## config.mk

```make
export PLATFORM = sky130hd
export DESIGN_NAME = gated_bit_deserializer
export DESIGN_NICKNAME = d
export VERILOG_FILES = /design/src/rtl/gated_bit_deserializer.sv
export SDC_FILE = /design/constraint.sdc
export NUM_CORES = 1
export LEC_CHECK = 0
export BUFFER_PORTS_ARGS = -buffer_cell sky130_fd_sc_hd__buf_4
export CAP_MARGIN = 10
export CELL_PAD_IN_SITES_DETAIL_PLACEMENT = 2
export CELL_PAD_IN_SITES_GLOBAL_PLACEMENT = 2
export CORE_UTILIZATION = 30
export DETAILED_ROUTE_END_ITERATION = 12
export GPL_TIMING_DRIVEN = 0
export PLACE_DENSITY_LB_ADDON = 0.1
export SYNTH_ARGS = -nofsm -noshare
export SYNTH_HDL_FRONTEND = slang
export SYNTH_SLANG_ARGS = --single-unit
```

## constraint.sdc

```tcl
create_clock -name clk -period 2.38 [get_ports clk]
set_clock_uncertainty 0.2 [all_clocks]
set_input_delay 0.119 -clock clk [delete_from_list [all_inputs] [get_ports clk]]
set_output_delay 0.119 -clock clk [all_outputs]
set_load 0.01 [all_outputs]
```

## src/rtl/gated_bit_deserializer.sv

```systemverilog
// Packs consecutive enabled serial bits into WIDTH-bit words behind a valid/ready
// output register. Enable drop aborts a word (optionally flushing it); dropped words flag overrun.
module gated_bit_deserializer #(
  parameter int unsigned WIDTH         = 8,
  parameter bit          MSB_FIRST     = 1'b1,
  parameter bit          FLUSH_PARTIAL = 1'b0
) (
  input  logic                           clk,
  input  logic                           rst_n,
  input  logic                           enable,
  input  logic                           d,
  input  logic                           word_ready,
  input  logic                           clr_overrun,
  output logic [WIDTH-1:0]               word_out,
  output logic                           word_valid,
  output logic                           word_partial,
  output logic [$clog2(WIDTH+1)-1:0]     bit_count,
  output logic                           overrun
);

  localparam int unsigned CountW = $clog2(WIDTH + 1);
  localparam logic [CountW-1:0] LastCount = CountW'(WIDTH - 1);

  typedef enum logic [0:0] {StIdle, StShift} state_e;

  state_e              state_q, state_d;
  logic [WIDTH-1:0]    shift_q, shift_d;
  logic [CountW-1:0]   count_q, count_d;
  logic [WIDTH-1:0]    word_q, word_d;
  logic                valid_q, valid_d;
  logic                partial_q, partial_d;
  logic                overrun_q, overrun_d;

  logic [WIDTH-1:0]    shift_base;
  logic [WIDTH-1:0]    shift_in;
  logic                load;
  logic [WIDTH-1:0]    load_word;
  logic                load_partial;

  // A fresh word shifts in from zero so a flushed partial word is zero-padded.
  assign shift_base = (count_q == '0) ? '0 : shift_q;
  assign shift_in   = MSB_FIRST ? {shift_base[WIDTH-2:0], d} : {d, shift_base[WIDTH-1:1]};

  always_comb begin
    state_d      = state_q;
    shift_d      = shift_q;
    count_d      = count_q;
    load         = 1'b0;
    load_word    = shift_q;
    load_partial = 1'b0;
    unique case (state_q)
      StIdle: begin
        if (enable) begin
          state_d = StShift;
          shift_d = shift_in;
          count_d = CountW'(1);
        end
      end
      StShift: begin
        if (enable) begin
          shift_d = shift_in;
          if (count_q == LastCount) begin
            load      = 1'b1;
            load_word = shift_in;
            count_d   = '0;
          end else begin
            count_d = count_q + 1'b1;
          end
        end else begin
          state_d = StIdle;
          count_d = '0;
          if (FLUSH_PARTIAL && (count_q != '0)) begin
            load         = 1'b1;
            load_partial = 1'b1;
          end
        end
      end
      default: state_d = StIdle;
    endcase
  end

  always_comb begin
    word_d    = word_q;
    valid_d   = valid_q;
    partial_d = partial_q;
    overrun_d = overrun_q;
    if (valid_q && word_ready) valid_d = 1'b0;
    if (clr_overrun) overrun_d = 1'b0;
    if (load) begin
      // A word arriving while the register is occupied and stalled is dropped.
      if (!valid_q || word_ready) begin
        word_d    = load_word;
        partial_d = load_partial;
        valid_d   = 1'b1;
      end else begin
        overrun_d = 1'b1;
      end
    end
  end

  always_ff @(posedge clk) begin
    if (!rst_n) begin
      state_q   <= StIdle;
      shift_q   <= '0;
      count_q   <= '0;
      word_q    <= '0;
      valid_q   <= 1'b0;
      partial_q <= 1'b0;
      overrun_q <= 1'b0;
    end else begin
      state_q   <= state_d;
      shift_q   <= shift_d;
      count_q   <= count_d;
      word_q    <= word_d;
      valid_q   <= valid_d;
      partial_q <= partial_d;
      overrun_q <= overrun_d;
    end
  end

  assign word_out     = word_q;
  assign word_valid   = valid_q;
  assign word_partial = partial_q;
  assign bit_count    = count_q;
  assign overrun      = overrun_q;

endmodule
```

==> flow_metrics.py <==
metrics = {
    "run_status": {
        "status": "finished clean",
    },
    "clock_tree": {
        "cts-buffers-inserted": 3,
        "cts_buffer_depth": 2,
        "htreeDepth": 1,
        "clkSinkCount": 22,
        "cts_tree": "built",
        "path_clk_slew_ns": 0.13,
        "clock_latency_ns": 0.31,
        "postCtsSetupRepairBufs": 0,
        "cts-hold-fix-buffers": 5,
        "cts_resized": 0,
        "cts-root-buf": "clkbuf_4",
    },
    "yosys": {
        "synth_edf_count": 0,
        "syn_avg_cell_area_um2": 8.863,
        "synth_fp_nets": 116,
        "synth_area_um2": 957.2,
        "yosysSeqAreaShare_pct": 46.01,
        "yosys_warnings": 0,
        "yosys.cell_types.count": 27,
        "synthCells": 108,
        "synthFlopType": "dfxtp_1",
        "ys_seq_elements": 22,
        "async_reset_ff_share_pct": 0,
    },
    "place": {
        "finalWeightedCongestion": 0.6786,
        "dp.cells": 171,
        "dp_hpwl_um": 1756,
        "io_buffers": 19,
        "placed_area_um2": 1155,
        "post-place-ws_ns": 0.5088,
    },
    "power_and_ir_drop": {
        "seqPwrFrac_pct": 52.3,
        "switching_share_pct": 21.41,
        "p_int_uw": 567.0,
        "leakage_uw": 0.0005686,
        "vdd_drop_max_mv": 0.3019,
        "combPwrFrac_pct": 7.6,
        "powerDensity_nw_per_um2": 573.7,
        "p_sw_uw": 154.4,
        "pwr-share-clk_pct": 40.1,
    },
    "global_routing": {
        "grt.overflow.total": 0,
        "grt_max_degree": 14,
        "first_global_vias": 872,
        "grt_usage_pct": 16.29,
        "antenna_found_initial": 0,
        "grt_pass1_wl_um": 4112,
    },
    "route": {
        "met2_length_um": 1127,
        "dr.first_iter.drc_count": 15,
        "dr_wl_met3_um": 76,
        "finalWirelength_um": 2446,
        "wl_per_cell_um": 13.59,
        "drc": 0,
        "ant_nets": 0,
        "m1WireLength_um": 1213,
        "vias": 834,
        "detail_route.first_pass.iterations": 4,
        "vias_per_cell": 4.633,
        "highest_layer": "met4",
    },
    "worst_setup_path": {
        "path_cells": "ha_1 > nand3b_4 > nor4_1 > o21a_1 > dlygate4sd3_1",
        "worstPathArrival_ns": 2.17,
        "worstSetupEndpointType": "flip-flop",
        "cp_top_family": "buffers and inverters",
        "path_buf_inv": 1,
        "crit_fanout": 5,
        "crit_path_max_incr_delay_ns": 0.53,
        "required_ns": 2.45,
        "crit_type": "reg -> reg",
        "worstSetupStartpointType": "flip-flop",
        "worstSetupStartpoint": "bit_count[0]",
        "timing.rr.start": "bit_count[0]",
        "critPathSlowestCell": "dlygate4sd3_1",
    },
    "sta": {
        "setup_viol": 0,
        "report.final.slew_viol_count": 0,
        "worst_slack_ns": 0.2756,
        "rsz0062_at_grt": "no",
        "setup_tns_ns": 0,
        "fin_crit_sh_pct": 88.42,
        "clock.fmax_mhz": 475.2,
        "min_period_ns": 2.104,
        "hold_viol": 0,
    },
    "floorplanning": {
        "core.rowCount": 20,
        "die_h_um": 58.49,
        "die-area_um2": 3421,
        "design.core.area_um2": 3028,
        "die_x_um": 58.49,
        "start_util_pct": 31.61,
        "boundaryPins": 21,
    },
    "final_layout": {
        "layout_common_cells": "22 x dfxtp_1, 21 x buf_4, 15 x nand3_1",
        "diodes": 0,
        "drive_above_1_share_pct": 20.59,
        "finalNetCount": 145,
        "layout.cells.non_filler": 180,
        "final_common_cell": "dfxtp_1",
        "fin_area_um2": 1257,
        "nFillCells": 347,
        "final_core_util_pct": 41.53,
        "area_growth_pct": 31.37,
    },
    "run": {
        "drv_cap": 0,
    },
    "min_path": {
        "hp-start": "enable",
        "hold_class": "in -> reg",
    },
}
through the flow:
step	total power (uW)	hold slack, ns
floorplan	414.3	0.04811
global placement	434.3	0.1794
detailed placement	435.5	0.1817
CTS	730.0	0.08935
global route	752.9	0.1079
finish	721.4	0.07572
tightest hold or removal path: cells and delay by family:
| family | cells | cell delay, ns |
|---|---|---|
| compound gates | 1 | 0.11 |
| simple gates | 2 | 0.23 |
| buf+inv | 1 | 0.09 |
layer usage:
metal  GRT usage [%]  up-vias
met3           2.637        4
met4           6.122        0
met2           26.44       16
met5               0        -
li1                -      415
met1           21.80      399
sequential cells by signal, summed over array words and instances, names as in the netlist:
signal / count
word_out: 8
bit_count: 4
state_q: 1
overrun: 1
shift_q: 7
word_valid: 1
final cells by class:
type,count,area [um2],share of cell area [%]
Buffer,9,48.80,3.881
Clock buffer,3,22.52,1.791
Clock inverter,1,30.03,2.388
Sequential cell,22,440.4,35.02
Tap cell,44,55.05,4.378
Inverter,4,15.01,1.194
Timing Repair Buffer,24,192.7,15.32
Multi-Input combinational cell,73,452.9,36.02
cell families after synthesis:
kind of cell | Yosys count | synth area share [%]
adders and majority gates | 2 | 2.614
DFF | 22 | 46.01
muxes | 9 | 9.412
xor gates and xnor gates | 1 | 0.9152
AOI/OAI and AO/OA | 13 | 7.843
and+or+nand+nor | 47 | 26.15
other | 1 | 0.3918
buffers and inverters | 13 | 6.665
cells in the mapped netlist (all sizes together) (2+ instances only):
cell type | number | share of area, %
dfxtp | 22 | 46
inv | 4 | 1.6
nand3 | 15 | 7.8
clkbuf | 5 | 2.0
nor2 | 4 | 1.6
buf | 4 | 3.1
nand2 | 13 | 5.1
nand2b | 6 | 3.9
mux2i | 9 | 9.4
o21a | 2 | 1.6
ha | 2 | 2.6
nor2b | 2 | 1.3
a21oi | 8 | 4.2
worst paths after layout:
check / slack (ns) / to / cells past startpoint
setup / recovery: 0.28 / overrun / 5
hold / removal: 0.08 / word_valid / 4
setup reg to reg: 0.28 / overrun / 5
hold reg to reg: 0.27 / word_out[0] / 2
power groups by stage:
stage          combinational (uW)  clock, uW  sequential, uW
4_1_cts                      55.9        297             377
3_5_place_dp                 50.5          0             385
5_1_grt                      61.3        313             378
6_report                     55.1        289             377
3_3_place_gp                 49.4          0             385
2_1_floorplan                29.9          0             384
(Power assumes the default switching activity.)
